**src/rtl/regfile_write_arbiter_if.sv**
```systemverilog
// Writeback request bundle between the writeback units (master) and the
// register-file write arbiter (slave).
interface regfile_write_arbiter_if #(
  parameter int unsigned NUM_WB_PORTS = 3,
  parameter int unsigned DATA_WIDTH   = 32,
  parameter int unsigned ADDR_W       = 6
);
  logic [NUM_WB_PORTS-1:0]                 wb_valid;
  logic [NUM_WB_PORTS-1:0][ADDR_W-1:0]     wb_addr;
  logic [NUM_WB_PORTS-1:0][DATA_WIDTH-1:0] wb_data;
  logic [NUM_WB_PORTS-1:0]                 wb_ack;

  modport master (output wb_valid, wb_addr, wb_data, input wb_ack);
  modport slave  (input wb_valid, wb_addr, wb_data, output wb_ack);
endinterface

```
**src/rtl/regfile_write_arbiter.sv**
```systemverilog
// Round-robin arbiter for the physical register file write port, with an optional
// post-reset clear sweep of registers 1..DEPTH-1 enabled by REGFILE_INIT_CLEAR_EN.
module regfile_write_arbiter #(
  parameter int unsigned NUM_WB_PORTS = 3,
  parameter int unsigned DATA_WIDTH   = 32,
  parameter int unsigned DEPTH        = 64,
  parameter int unsigned ADDR_W       = $clog2(DEPTH)
) (
  input  logic                  clk,
  input  logic                  rst,
  regfile_write_arbiter_if.slave wb,
  output logic [ADDR_W-1:0]     write_addr,
  output logic [DATA_WIDTH-1:0] new_data,
  output logic                  commit,
  output logic                  init_done
);

  localparam int unsigned PTR_W = (NUM_WB_PORTS > 1) ? $clog2(NUM_WB_PORTS) : 1;

  typedef enum logic {ST_INIT, ST_RUN} state_t;

`ifdef REGFILE_INIT_CLEAR_EN
  localparam state_t RESET_STATE = ST_INIT;
`else
  localparam state_t RESET_STATE = ST_RUN;
`endif

  state_t                  state_q, state_d;
  logic [PTR_W-1:0]        ptr_q, ptr_d;
  logic [PTR_W-1:0]        winner;
  logic [PTR_W-1:0]        idx_p;
  logic                    found;
  int unsigned             idx;
  logic [NUM_WB_PORTS-1:0] ack_c;

  logic                    commit_q, commit_d;
  logic [ADDR_W-1:0]       write_addr_q, addr_d;
  logic [DATA_WIDTH-1:0]   new_data_q, data_d;
  logic                    init_done_q, init_done_d;

`ifdef REGFILE_INIT_CLEAR_EN
  logic [ADDR_W-1:0]       cnt_q, cnt_d;
`endif

  // Round-robin scan starting at the pointer; first valid requester wins.
  always_comb begin
    found  = 1'b0;
    winner = '0;
    idx    = 0;
    idx_p  = '0;
    for (int unsigned k = 0; k < NUM_WB_PORTS; k++) begin
      idx   = (32'(ptr_q) + k) % NUM_WB_PORTS;
      idx_p = PTR_W'(idx);
      if (!found && wb.wb_valid[idx_p]) begin
        found  = 1'b1;
        winner = idx_p;
      end
    end
  end

  // Next-state and registered-output logic.
  always_comb begin
    state_d  = state_q;
    ptr_d    = ptr_q;
    commit_d = 1'b0;
    addr_d   = write_addr_q;
    data_d   = new_data_q;
    ack_c    = '0;
`ifdef REGFILE_INIT_CLEAR_EN
    cnt_d    = cnt_q;
`endif
    case (state_q)
      ST_INIT: begin
`ifdef REGFILE_INIT_CLEAR_EN
        commit_d = 1'b1;
        addr_d   = cnt_q;
        data_d   = '0;
        cnt_d    = cnt_q + ADDR_W'(1);
        if (cnt_q == ADDR_W'(DEPTH - 1)) state_d = ST_RUN;
`else
        state_d = ST_RUN;
`endif
      end
      ST_RUN: begin
        // Grants wait for init_done so the first ack follows the enable edge.
        if (rst && init_done_q && found) begin
          ack_c[winner] = 1'b1;
          ptr_d    = (32'(winner) == NUM_WB_PORTS - 1) ? '0 : winner + PTR_W'(1);
          commit_d = (wb.wb_addr[winner] != '0);
          addr_d   = wb.wb_addr[winner];
          data_d   = wb.wb_data[winner];
        end
      end
    endcase
    init_done_d = (state_d == ST_RUN);
  end

  always_ff @(posedge clk or negedge rst) begin
    if (!rst) begin
      state_q      <= RESET_STATE;
      ptr_q        <= '0;
      commit_q     <= 1'b0;
      write_addr_q <= '0;
      new_data_q   <= '0;
      init_done_q  <= 1'b0;
    end else begin
      state_q      <= state_d;
      ptr_q        <= ptr_d;
      commit_q     <= commit_d;
      write_addr_q <= addr_d;
      new_data_q   <= data_d;
      init_done_q  <= init_done_d;
    end
  end

`ifdef REGFILE_INIT_CLEAR_EN
  // Sweep starts at 1: register 0 is hardwired and never written.
  always_ff @(posedge clk or negedge rst) begin
    if (!rst) cnt_q <= ADDR_W'(1);
    else      cnt_q <= cnt_d;
  end
`endif

  assign wb.wb_ack  = ack_c;
  assign write_addr = write_addr_q;
  assign new_data   = new_data_q;
  assign commit     = commit_q;
  assign init_done  = init_done_q;

endmodule

```
**src/flat_wrapper.sv**
```systemverilog
// flat-port wrapper written by rule: the top's interface ports become plain ports
module regfile_write_arbiter_flat 
#(
  parameter int unsigned NUM_WB_PORTS = 3,
  parameter int unsigned DATA_WIDTH   = 32,
  parameter int unsigned DEPTH        = 64,
  parameter int unsigned ADDR_W       = $clog2(DEPTH)
)
  (clk, rst, write_addr, new_data, commit, init_done, wb_wb_valid, wb_wb_addr, wb_wb_data, wb_wb_ack);
  regfile_write_arbiter_if #(.NUM_WB_PORTS(NUM_WB_PORTS), .DATA_WIDTH(DATA_WIDTH), .ADDR_W(ADDR_W)) wb_i ();
  input  logic clk;
  input  logic rst;
  output logic [ADDR_W-1:0] write_addr;
  output logic [DATA_WIDTH-1:0] new_data;
  output logic commit;
  output logic init_done;
  input wire logic [$bits(wb_i.wb_valid)-1:0] wb_wb_valid;
  input wire logic [$bits(wb_i.wb_addr)-1:0] wb_wb_addr;
  input wire logic [$bits(wb_i.wb_data)-1:0] wb_wb_data;
  output wire logic [$bits(wb_i.wb_ack)-1:0] wb_wb_ack;
  assign wb_i.wb_valid = wb_wb_valid;
  assign wb_i.wb_addr = wb_wb_addr;
  assign wb_i.wb_data = wb_wb_data;
  assign wb_wb_ack = wb_i.wb_ack;
  regfile_write_arbiter #(.NUM_WB_PORTS(NUM_WB_PORTS), .DATA_WIDTH(DATA_WIDTH), .DEPTH(DEPTH), .ADDR_W(ADDR_W)) u_core (.clk(clk), .rst(rst), .wb(wb_i), .write_addr(write_addr), .new_data(new_data), .commit(commit), .init_done(init_done));
endmodule
```
**config.mk**
```make
export PLATFORM = sky130hd
export DESIGN_NAME = regfile_write_arbiter_flat
export DESIGN_NICKNAME = d
export VERILOG_FILES = /design/src/rtl/regfile_write_arbiter_if.sv /design/src/rtl/regfile_write_arbiter.sv /design/src/flat_wrapper.sv
export SDC_FILE = /design/constraint.sdc
export NUM_CORES = 1
export LEC_CHECK = 0
export ABC_AREA = 0
export BUFFER_PORTS_ARGS = -buffer_cell sky130_fd_sc_hd__buf_2
export CAP_MARGIN = 40
export CORE_MARGIN = 2
export CORE_UTILIZATION = 33
export CTS_BUF_LIST = sky130_fd_sc_hd__clkbuf_8
export CTS_CLUSTER_DIAMETER = 150
export DETAILED_ROUTE_END_ITERATION = 8
export GPL_ROUTABILITY_DRIVEN = 0
export PLACE_DENSITY = 0.69
export SLEW_MARGIN = 5
export SYNTH_ARGS = -nofsm -noshare
export SYNTH_HDL_FRONTEND = slang
export SYNTH_SLANG_ARGS = --single-unit
```
**constraint.sdc**
```tcl
create_clock -name clk -period 4.6 [get_ports clk]
set_input_delay 0.46 -clock clk [delete_from_list [all_inputs] [get_ports clk]]
set_output_delay 0.46 -clock clk [all_outputs]
set_load 0.005 [all_outputs]
```
==> impl_metrics.tcl <==
set metrics [dict create \
    run_status "complete, no violations" \
    post-route-min-period_ns 3.50 \
    antenna_found_initial 2 \
    yosysWarnings 0 \
    netlist_instances 330 \
    wl_mm 9.81 \
    fp-row-count 35 \
    crit_path_top_delay_cell "o211ai_4" \
    setup_violations 0 \
    end_kind "output port" \
    cap_violations 0 \
    synth_fp_nets 453 \
    cts_root_buffer "clkbuf_8" \
    wl_per_cell_um 16.7 \
    p_per_area_nw_per_um2 643 \
    cp-start-kind "register" \
    criticalPathCategory "reg2out" \
    gr-total-overflow 0 \
    utilization 0.436 \
    grt_max_degree 44 \
    intPower_w 0.00135 \
    max_stage_delay_ns 0.69 \
    tns_ns 0 \
    hold_class "in2async" \
    fin_ws_ns 1.10 \
    drive_above_1_share 0.496 \
    drt_iter0_drc 91 \
    slew_headroom 0.470 \
    coreArea_um2 9150 \
    die_area_um2 10200 \
    grt_pass1_wl_mm 15.2 \
    grt_pass1_vias 3165 \
    synth_cell_type_count 46 \
    drc 0 \
    ys.flop_type "dfrtp_1" \
    skew_ns 0.00635 \
    drtPass1Iterations 4 \
    r2r_end "u_core.new_data[26]" \
    required_ns 4.14 \
    p_sw_w 0.00122 \
    reg2regPathDepth 9 \
    cp_max_fo 30 \
    combPwrFrac 0.666 \
    cts_resized 0 \
    io_pins 162 \
    fin_crit_sh 0.761 \
    cts_buffers 5 \
    synth-seq-area-share 0.339 \
    cp_cell_sequence "inv_1 -> ha_1 -> mux2_4 -> a21boi_4 -> o21ai_1 -> o211ai_4 -> nor3_1 -> buf_2" \
    via_per_inst 5.25 \
    netSwitchingFraction 0.475 \
    r2r_start "u_core.ptr_q[1]" \
    syn_to_final_growth_pct 28.9 \
    htreeDepth 2 \
    clock_latency_ns 0.29 \
    die_y_um 101 \
    p_leak_nw 2.03 \
    clockBufferDepth 2 \
    ys_seq_elements 42 \
    vias 3086 \
    grtUsageTotal 0.190 \
    clkSinkCount 42 \
    hold_violations 0 \
    p_total_w 0.00257 \
    cts_hold_buf 0 \
    start_util 0.338 \
    nets 599 \
    synth_edf_count 0 \
    rsz0062_at_grt "false" \
    tightest_slew_ns 0.791 \
    clkPwrFrac 0.090 \
    ir_worst_vdd_mv 0.275 \
    syn_avg_cell_area_um2 9.39 \
    arrival_ns 3.04 \
    hold_ws_ns 0.249 \
    hpwl_mm 7.32 \
    numPortBuffers 161 \
    cts_setup_buffers 0 \
    cts_tree "built" \
    detail-route-antenna-nets 0 \
    drv_slew 0 \
    regToRegSetupSlack_ns 1.34 \
    max_freq_ghz 0.286 \
    synth_area_um2 3100 \
    power.share.sequential 0.245 \
    clkTransAtPathRegs_ns 0.08 \
    async_flop_share 1.00 \
    dp_slack_ns 1.37 \
    die_w_um 101 \
]
per-stage QoR:
| step | cells | area (um^2) |
|---|---|---|
| floorplan | 330 | 3100 |
| global placement | 580 | 3910 |
| detailed placement | 580 | 3910 |
| CTS | 587 | 3990 |
| global route | 587 | 3990 |
| finish | 588 | 3990 |
cells by family (layout without fill, tap and decap cells):
| logic type | count (synthesis) | count (layout) | synth area share |
|---|---|---|---|
| other cells | 1 | 2 | 0.00121 |
| simple gates | 144 | 144 | 0.227 |
| mux | 4 | 4 | 0.0145 |
| buf+inv | 34 | 180 | 0.0715 |
| compound gates | 101 | 101 | 0.330 |
| flops | 42 | 42 | 0.339 |
| fa+ha+maj | 4 | 4 | 0.0162 |
worst max-delay path, delay by kind of cell (launching register included):
family	cells	cell delay, ns
adder cells (fa/ha/maj)	1	0.45
AND/OR/NAND/NOR	1	0.15
multiplexers	1	0.37
AO/OA/AOI/OAI	3	1.08
flip-flops	1	0.42
buffers and inverters	2	0.27
registers in the layout (all words and copies together), names as in the netlist:
register	flops
u_core.new_data	32
u_core.write_addr	6
u_core.ptr_q	2
u_core.commit	1
u_core.init_done	1
cells in the mapped netlist, types with 2 or more instances:
master	instances	area, um^2
a211oi_1	6	45.0
a211oi_2	29	363
a21oi_1	2	10.0
a311oi_1	2	17.5
and2_4	2	17.5
and3_1	35	219
buf_2	12	60.1
buf_4	5	37.5
buf_6	8	90.1
clkbuf_1	5	18.8
dfrtp_1	42	1050
ha_1	4	50.1
inv_1	4	15.0
mux2i_1	3	30.0
nand2_1	48	180
nand3_1	4	20.0
nand4_1	2	12.5
nor2_1	37	139
nor2b_1	4	25.0
nor3_1	3	15.0
o211a_1	2	20.0
o211ai_2	2	25.0
o21a_1	3	22.5
o21ai_0	4	20.0
o21ai_1	7	35.0
o31ai_1	16	120
o31ai_2	20	250
layout by cell type (no fill, tap or decap), types with 2 or more instances in the layout:
| cell type | n |
|---|---|
| a21oi_1 | 2 |
| buf_4 | 8 |
| and3_1 | 35 |
| clkinv_2 | 2 |
| o211a_1 | 2 |
| o21ai_0 | 4 |
| buf_2 | 161 |
| ha_1 | 4 |
| a211oi_2 | 29 |
| nand2_1 | 48 |
| o31ai_1 | 16 |
| a211oi_1 | 6 |
| nor3_1 | 3 |
| inv_1 | 4 |
| nor2b_1 | 4 |
| mux2i_1 | 3 |
| nor2_1 | 37 |
| nand4_1 | 2 |
| and2_4 | 2 |
| nand3_1 | 4 |
| o21ai_1 | 7 |
| o21a_1 | 3 |
| dfrtp_1 | 42 |
| o31ai_2 | 20 |
| clkbuf_8 | 5 |
| a311oi_1 | 2 |
final cells by class:
class / instances / area, um^2
sequential: 42 / 1050
multi-input combinational: 254 / 1840
timing repair buffer: 169 / 866
clock buffer: 5 / 68.8
inverter: 4 / 15.0
tap: 111 / 139
antenna: 1 / 2.50
clock inverter: 2 / 10.0
fill: 957 / 5160
worst max-delay path by stage:
stage	start	cells after the start	to
2_1_floorplan	u_core.ptr_q[1]	9	wb_wb_ack[1]
3_3_place_gp	u_core.ptr_q[1]	9	u_core.ptr_q[0]
3_5_place_dp	u_core.ptr_q[1]	9	u_core.new_data[26]
4_1_cts	u_core.ptr_q[1]	8	wb_wb_ack[1]
5_1_grt	u_core.ptr_q[1]	8	wb_wb_ack[1]
6_report	u_core.ptr_q[1]	8	wb_wb_ack[1]
per-layer routing:
layer | share of wire | vias up | wire length [um] | track usage
met1 | 0.42 | 1428 | 4150 | 0.227
li1 | - | 1497 | - | -
met3 | 0.085 | 14 | 835 | 0.0451
met5 | 0.0013 | - | 13 | 0
met2 | 0.47 | 145 | 4660 | 0.334
met4 | 0.016 | 2 | 154 | 0.0613
power by group through the flow:
stage	combinational (W)	sequential, W	clock (W)
2_1_floorplan	0.00131	0.000642	0
5_1_grt	0.00190	0.000651	0.000258
3_3_place_gp	0.00168	0.000631	0
3_5_place_dp	0.00173	0.000634	0
4_1_cts	0.00173	0.000631	0.000242
6_report	0.00171	0.000629	0.000230
Power figures use the tool's default switching activity.
